<file path="src/rtl/ks_lock_pkg.sv">
// Shared types and helpers for the keyed sequence core: FSM state encoding
// and the key-chunk count derived from the key/chunk widths.
package ks_lock_pkg;

  typedef enum logic [2:0] {
    IDLE,
    LOAD,
    CHECK,
    OPEN,
    DEAD
  } ks_state_t;

  function automatic int nchunk(input int key_w, input int chunk_w);
    return key_w / chunk_w;
  endfunction

endpackage

</file>
<file path="src/rtl/ks_lfsr.sv">
// One combinational step of a right-shifting Galois LFSR; the caller owns the
// state register.
module ks_lfsr #(
  parameter int                DATA_W = 8,
  parameter logic [DATA_W-1:0] TAPS   = DATA_W'(8'hB8)
) (
  input  logic [DATA_W-1:0] cur,
  output logic [DATA_W-1:0] nxt
);

  assign nxt = (cur >> 1) ^ (cur[0] ? TAPS : '0);

endmodule

</file>
<file path="src/rtl/ks_keyed_seq_core.sv">
// Key-locked accumulator: a chunked key must match GOLDEN_KEY before din is
// accumulated; while locked the accumulator free-runs as an LFSR.
module ks_keyed_seq_core
  import ks_lock_pkg::*;
#(
  parameter int                DATA_W     = 8,
  parameter int                KEY_W      = 128,
  parameter int                CHUNK_W    = 32,
  parameter logic [KEY_W-1:0]  GOLDEN_KEY = '0,
  parameter int                MAX_TRIES  = 3,
  parameter logic [DATA_W-1:0] LFSR_SEED  = DATA_W'(8'hA5),
  parameter logic [DATA_W-1:0] LFSR_TAPS  = DATA_W'(8'hB8)
) (
  input  logic               blif_clk_net,
  input  logic               blif_reset_net,
  input  logic               sk_valid,
  output logic               sk_ready,
  input  logic [CHUNK_W-1:0] sk_chunk,
  input  logic               sk_last,
  input  logic [DATA_W-1:0]  din,
  input  logic               din_valid,
  output logic [DATA_W-1:0]  dout,
  output logic               dout_valid,
  output logic               unlocked,
  output logic               lockout
);

  localparam int NCHUNK = nchunk(KEY_W, CHUNK_W);
  localparam int CNT_W  = $clog2(NCHUNK + 1);

  if (LFSR_SEED == '0) begin : g_bad_seed
    $error("ks_keyed_seq_core: LFSR_SEED must be nonzero");
  end
  if ((KEY_W % CHUNK_W) != 0 || MAX_TRIES < 1 || MAX_TRIES > 15 ||
      DATA_W < 4 || DATA_W > 32) begin : g_bad_params
    $error("ks_keyed_seq_core: illegal parameter combination");
  end

  ks_state_t         state_q, state_d;
  logic [KEY_W-1:0]  key_q, key_d, key_shift;
  logic [CNT_W-1:0]  count_q, count_d, count_next;
  logic [3:0]        tries_q, tries_d, tries_inc;
  logic              bad_q, bad_d;
  logic [DATA_W-1:0] acc_q, acc_d, lfsr_next;
  logic              dout_valid_q;
  logic              chunk_fire;

  ks_lfsr #(
    .DATA_W(DATA_W),
    .TAPS  (LFSR_TAPS)
  ) u_lfsr (
    .cur(acc_q),
    .nxt(lfsr_next)
  );

  assign sk_ready   = (state_q == IDLE) || (state_q == LOAD) || (state_q == OPEN);
  assign chunk_fire = sk_valid && sk_ready;
  assign unlocked   = (state_q == OPEN);
  assign lockout    = (state_q == DEAD);
  assign dout       = acc_q;
  assign dout_valid = dout_valid_q;

  assign tries_inc  = tries_q + 4'd1;
  // A chunk accepted outside LOAD always starts a fresh key sequence.
  assign count_next = (state_q == LOAD) ? count_q + CNT_W'(1) : CNT_W'(1);
  assign key_shift  = (state_q == LOAD) ? ((key_q << CHUNK_W) | KEY_W'(sk_chunk))
                                        : KEY_W'(sk_chunk);

  always_comb begin
    state_d = state_q;
    key_d   = key_q;
    count_d = count_q;
    tries_d = tries_q;
    bad_d   = bad_q;
    unique case (state_q)
      IDLE, LOAD, OPEN: begin
        if (chunk_fire) begin
          key_d   = key_shift;
          count_d = count_next;
          if (sk_last) begin
            bad_d   = (count_next != CNT_W'(NCHUNK));
            state_d = CHECK;
          end else if (count_next == CNT_W'(NCHUNK)) begin
            bad_d   = 1'b1;
            state_d = CHECK;
          end else begin
            bad_d   = 1'b0;
            state_d = LOAD;
          end
        end
      end
      CHECK: begin
        if (key_q == GOLDEN_KEY && !bad_q) begin
          tries_d = '0;
          state_d = OPEN;
        end else begin
          tries_d = tries_inc;
          key_d   = '0;
          count_d = '0;
          state_d = (tries_inc == 4'(MAX_TRIES)) ? DEAD : IDLE;
        end
      end
      DEAD: begin
        state_d = DEAD;
      end
      default: begin
        state_d = IDLE;
      end
    endcase
  end

  // Relock reseeds so the accumulator is never zero outside OPEN.
  always_comb begin
    acc_d = lfsr_next;
    if (state_q == OPEN) begin
      if (chunk_fire) begin
        acc_d = LFSR_SEED;
      end else if (din_valid) begin
        acc_d = acc_q + din;
      end else begin
        acc_d = acc_q;
      end
    end else if (state_q == CHECK && state_d == OPEN) begin
      acc_d = '0;
    end
  end

  always_ff @(posedge blif_clk_net) begin
    if (!blif_reset_net) begin
      state_q      <= IDLE;
      key_q        <= '0;
      count_q      <= '0;
      tries_q      <= '0;
      bad_q        <= 1'b0;
      acc_q        <= LFSR_SEED;
      dout_valid_q <= 1'b0;
    end else begin
      state_q      <= state_d;
      key_q        <= key_d;
      count_q      <= count_d;
      tries_q      <= tries_d;
      bad_q        <= bad_d;
      acc_q        <= acc_d;
      dout_valid_q <= din_valid;
    end
  end

endmodule

</file>
<file path="config.mk">
export PLATFORM = sky130hd
export DESIGN_NAME = ks_keyed_seq_core
export DESIGN_NICKNAME = d
export VERILOG_FILES = /design/src/rtl/ks_lock_pkg.sv /design/src/rtl/ks_lfsr.sv /design/src/rtl/ks_keyed_seq_core.sv
export SDC_FILE = /design/constraint.sdc
export NUM_CORES = 1
export LEC_CHECK = 0
export CAP_MARGIN = 20
export CORE_MARGIN = 2
export CORE_UTILIZATION = 50
export DETAILED_ROUTE_END_ITERATION = 8
export HOLD_SLACK_MARGIN = 0.05
export PLACE_DENSITY = 0.74
export SLEW_MARGIN = 20
export SYNTH_ARGS = -nofsm -noshare
export SYNTH_HDL_FRONTEND = slang
export SYNTH_SLANG_ARGS = --single-unit
</file>
<file path="constraint.sdc">
create_clock -name blif_clk_net -period 2.4 [get_ports blif_clk_net]
set_clock_uncertainty 0.15 [all_clocks]
set_input_delay 0.36 -clock blif_clk_net [delete_from_list [all_inputs] [get_ports blif_clk_net]]
set_output_delay 0.36 -clock blif_clk_net [all_outputs]
set_load 0.01 [all_outputs]
</file>
* After elaboration in Yosys (flattened, before gate mapping)
Cells that the tools add are included.
W data, S select, Z words.
** Word-level totals
- Output and inout bits :: 12
- Register bits after elaboration :: 148
- Logic and storage cells :: 57
- Input bits :: 45
** Operators by class
- Reduce and logical (&&, ||, !) cells :: 12
- Multiplexer cells :: 22
- Equal/unequal tests :: 11
- Bitwise operators :: 2
- $add $sub $neg :: 3
** Operator list (number)
- $mux W128 :: 3
- $pmux W128 S2 :: 1
- $logic_not A128 Y1 :: 1
- $or A128 B32 Y128 :: 1
- $mux W8 :: 5
- $mux W3 :: 6
- $eq A3 B2 Y1 const B :: 3
- $pmux W3 S3 :: 1
- $add A8 B8 Y8 :: 1
- $xor A7 B8 Y8 :: 1
- $eq A3 B3 Y1 const B :: 2
- $pmux W3 S2 :: 1
- $add A4 B1 Y4 const B :: 1
- $eq A4 B2 Y1 const B :: 1
- $mux W2 :: 2
- $mux W4 :: 1
- $ne A2 B2 Y1 const B :: 2
- $add A3 B1 Y3 const B :: 1
- $eq A3 B1 Y1 const B :: 1
- $logic_and A1 B1 Y1 :: 3
- $logic_not A3 Y1 :: 1
- $ne A3 B2 Y1 const B :: 1
- $ne A3 B3 Y1 const B :: 1
- $reduce_and A3 Y1 :: 1
- other kinds (6) :: 8

* Logic depth before layout (Yosys ltp)
- Depth after elaboration :: 11
- Depth in mapped cells :: 8
- Mapped depth without buffers :: 8

* Hierarchy
From an unflattened synthesis, not the netlist that was laid out.
** Unflattened totals
- Cell total of the unflattened synthesis :: 527
- Area, all modules :: 5741.8 um^2
** Modules (own cells, without submodules)
- ks_keyed_seq_core :: area each 5677.9 um^2, sequential area each 2962.8 um^2, instances 1, cells an instance 519
- ks_lfsr :: area each 63.8 um^2, sequential area each 0.0 um^2, instances 1, cells an instance 8

* Least setup slack after synthesis
Ideal clock, no wire load.
- Kind :: register to register
- From :: register key_q[60]
- To :: register count_q[1]
- Cell stages (with the launch flop) :: 9
- Library setup time :: 59 ps
- Required time :: 2191 ps
- Arrival time :: 2350 ps
- Slack :: -158 ps
- Path buffers :: 2
- Clock period less this slack :: 2558 ps
- Path through :: dfxtp_1 nor4_1 nand4_1 or4_1 or3_1 a211oi_2 buf_6 buf_6 a22o_1
** On the way
- Word-level cells in the longest chain between the ends :: 4
** Ends and longest elaborated chain
- from (decl) :: RTL line ks_keyed_seq_core.sv:40 : logic [KEY_W-1:0] key_q, key_d, key_shift;
- from (signal assigned) :: RTL line ks_keyed_seq_core.sv:139 : key_q <= key_d;
- $logic_not A128 Y1 :: RTL line ks_keyed_seq_core.sv:93 : if (key_q == GOLDEN_KEY && !bad_q) begin
- $logic_and A1 B1 Y1 :: RTL line ks_keyed_seq_core.sv:93
- $ne A2 B2 Y1 (no source line)
- $reduce_and A3 Y1 (no source line)
- to (signal assigned) :: RTL line ks_keyed_seq_core.sv:140 : count_q <= count_d;
- to (decl) :: RTL line ks_keyed_seq_core.sv:41 : logic [CNT_W-1:0] count_q, count_d, count_next;
No other way between the ends.
A chain may end at the register's enable or synchronous reset.

* Worst setup path after layout
- From :: register key_q[113]
- To :: register key_q[102]
** On the way
- Word-level cells in the longest chain between the ends :: 4
** Ends and longest elaborated chain (RTL line)
- $logic_not A128 Y1 :: ks_keyed_seq_core.sv:93
- $logic_and A1 B1 Y1 :: ks_keyed_seq_core.sv:93
- $ne A2 B2 Y1 (no source line)
- $reduce_and A3 Y1 (no source line)
No other way between the ends.

==> reports/summary.txt <==
=================================================================================
Outcome                                                              finished, violations left
Violations in the final reports                                      negative setup slack
Total inserted antenna cells                                                    0
TritonCTS clock tree                                                        built
Ratio of total power to cell area                                    715.6 mW/mm2
Overflow after GRT                                                              0
WL per Instance                                                          22.58 um
Min setup slack post-route                                             -0.5814 ns
Finished Layout Cells                                                         855
Peak fanout along the critical path                                            18
Count of pins over their slew limit                                             0
Slew of the pin with the lowest slew margin                             0.5986 ns
Routing layer with the top usage in global route                             met2
Fraction of registers with async set or reset after synthesis                   0
Number of hold-slack violations in the final timing report                      0
Post-Route Utilization                                                     0.7817
Global-route met2 utilization                                              0.5142
Data required time at the worst endpoint                                  2.70 ns
Cells after synthesis                                                         497
Die footprint                                                         0.01187 mm2
Setup repair after global routing missed its margin                           yes
EDFF count, synth                                                               0
# nets final                                                                  764
Min cycle time layout                                                    2.981 ns
Category of the worst setup path launch point                            register
Synth Net Count                                                               555
Endpoint class of the critical path                                      register
Overall track demand over capacity in global routing                       0.2979
HP Class                                                                in -> reg
Mean cell area of the mapped netlist                                    11.08 um2
Wire length of the first global-routing pass                             26420 um
Max-Cap Viols                                                                   0
Clock Tree Buf Depth                                                            2
Netlist area before placement                                        0.005509 mm2
Placer's final routability congestion estimate                             0.8369
Htree depth                                                                     4
Sequential cell area fraction in the yosys report                          0.5378
Placeable core region                                                 0.01079 mm2
Commonest cells after routing, fill and taps aside                   dfxtp_1 (137), buf_4 (136), a22o_1 (131), clkdlybuf4s50_1 (56), clkbuf_16 (21)
Maximum number of pins on one net before global-route repair                   40
Initial core utilization                                                   0.5104
Post-detailed-routing wire length                                        19310 um
Number of detailed-route iterations in the first pass                           5
Data arrival time of the critical path                                    3.28 ns
Buffers on Ports                                                               56
Syn. warnings                                                                   0
CTS Hold Bufs                                                                   0
Antenna violations before repair                                                0
Setup total negative slack                                              -69.62 ns
Worst setup path class                                                 reg -> reg
Antenna Nets Post-Route                                                         0
Total number of vias                                                         5339
Post-DR vias/cell                                                           6.244
Synth unique cells                                                             44
Worst Hold Margin                                                       0.2782 ns
Worst supply voltage drop on vdd                                        0.5339 mV
Share of post-route cells with drive strength above 1                      0.3399
Growth of design area from synthesis to finish                             53.15%
Number of global-route vias before repair                                    5110
Clock-pin transition on the worst setup and hold timing paths             0.06 ns
Cell Area, Placed                                                    0.007243 mm2
Worst rel slew slack                                                       0.5979
Commonest non-fill, non-tap cell in the layout                            dfxtp_1
Number of clock sinks                                                         148
Final HPWL DP                                                            10700 um
Chip Height                                                              109.0 um
Post-placement cell count                                                     801
Global routing usage on met1                                               0.3519
Highest clock rate                                                     0.3354 GHz
Number of DRC violations after detailed-routing iteration 0                   548
Buffer cell driving the clock tree root                                  clkbuf_8
Standard-cell row count                                                        38
Number of failing setup endpoints in the final timing report                  146
Commonest register cell after synthesis                                   dfxtp_1
DRC violation count after routing                                               0
Pleak                                                                    3.589 nW
Inserted Clock Buffers                                                         17
Met3 usage                                                                0.06575
Period Utilization, post-route                                              1.242
Clock latency of the later-clocked register in the worst-skew pair        0.53 ns
Count of boundary I/O pins                                                     57
Post-route cell area                                                 0.008437 mm2
Chip width                                                               109.0 um
Flip-flop and latch count after synthesis                                     148
=================================================================================
-- cells in the mapped netlist (2+ instances only) --
cell type  count  area (um2)
dfxtp_1      148        2963
a22o_1       131        1147
nor4_1        31       193.9
o21ai_0       18       90.09
a21oi_1       17       85.08
clkbuf_1      17       63.81
nand2_1       15       56.30
ha_1          12       150.1
nor2_1        12       45.04
buf_6         11       123.9
inv_1          9       33.78
nand3_1        8       40.04
nand4_1        8       50.05
xnor2_1        7       61.31
nor3_1         6       30.03
nand2b_1       4       25.02
a221o_1        3       30.03
buf_2          3       15.01
or3_1          3       18.77
or4_1          3       22.52
xor2_1         3       26.28
a2111oi_0      2       17.52
a31oi_1        2       12.51
nor2b_1        2       12.51
nor3b_1        2       15.01
o22ai_1        2       12.51
-- power by group --
group / switching (W) / leakage [nW] / total (W) / internal (W)
logic: 0.000382 / 2.11 / 0.000856 / 0.000474
registers: 0.0000698 / 1.21 / 0.00260 / 0.00253
clock network: 0.000972 / 0.276 / 0.00258 / 0.00161
-- stage by stage --
stage,setup WS (ns),total power [W]
after floorplan,-0.09925,0.002982
after global placement,-0.4128,0.003306
after detailed placement,-0.4403,0.003329
after CTS,-0.4607,0.005910
after global routing,-0.6443,0.006182
final,-0.5814,0.006037
-- kinds of logic (layout without fill, tap and decap cells) --
| kind of cell | count (synthesis) | count (layout) | share of synthesized area |
|---|---|---|---|
| XOR/XNOR | 10 | 10 | 0.01590 |
| flip-flops | 148 | 148 | 0.5378 |
| buffers and inverters | 41 | 259 | 0.04360 |
| AO/OA/AOI/OAI | 187 | 187 | 0.2737 |
| adder cells (fa/ha/maj) | 13 | 13 | 0.03089 |
| AND/OR/NAND/NOR | 98 | 98 | 0.09812 |
-- registers in the layout, indices dropped and copies added, names as in the netlist --
register    count
bad_q           1
count_q         3
dout            8
dout_valid      1
key_q         128
state_q         3
tries_q         4
-- repair_timing --
action / 4_1_cts / 5_1_grt
resized for setup: 43 / 31
gates cloned: 3 / 6
pin swaps: 26 / 13
setup buffers: 17 / 10
endpoints found under the setup margin: 147 / 149
-- worst max-delay path, cell delays in order, from the launching register on --
cell,delay (ns)
dfxtp_2,0.32
nor4_2,0.33
buf_4,0.17
nand4_1,0.10
or4_4,0.52
or3_4,0.41
a211oi_4,0.25
buf_6,0.16
buf_12,0.15
buf_12,0.15
a22o_1,0.18
-- routing by layer --
layer,wire length (um),up-vias
li1,-,2379
met1,7321,2593
met2,9773,301
met3,1445,66
met4,769,0
met5,0,-
-- worst paths after layout --
| check | startpoint | to | slack [ns] | depth (start not counted) |
|---|---|---|---|---|
| max | key_q[113]$_SDFFE_PN0P_ | key_q[102]$_SDFFE_PN0P_ | -0.58 | 10 |
| min | sk_chunk[13] | key_q[13]$_SDFFE_PN0P_ | 0.28 | 2 |
| max reg2reg | key_q[113]$_SDFFE_PN0P_ | key_q[102]$_SDFFE_PN0P_ | -0.58 | 10 |
| min reg2reg | bad_q$_SDFFE_PN0P_ | bad_q$_SDFFE_PN0P_ | 0.33 | 2 |
-- final cells by class --
class	instances	area [um2]
timing repair buffer	222	2128
fill	594	2356
tap	140	175.2
clock buffer	22	452.9
multi-input combinational	308	2565
inverter	9	33.78
sequential	148	2977
clock inverter	6	105.1
Power figures use the tool's default switching activity.
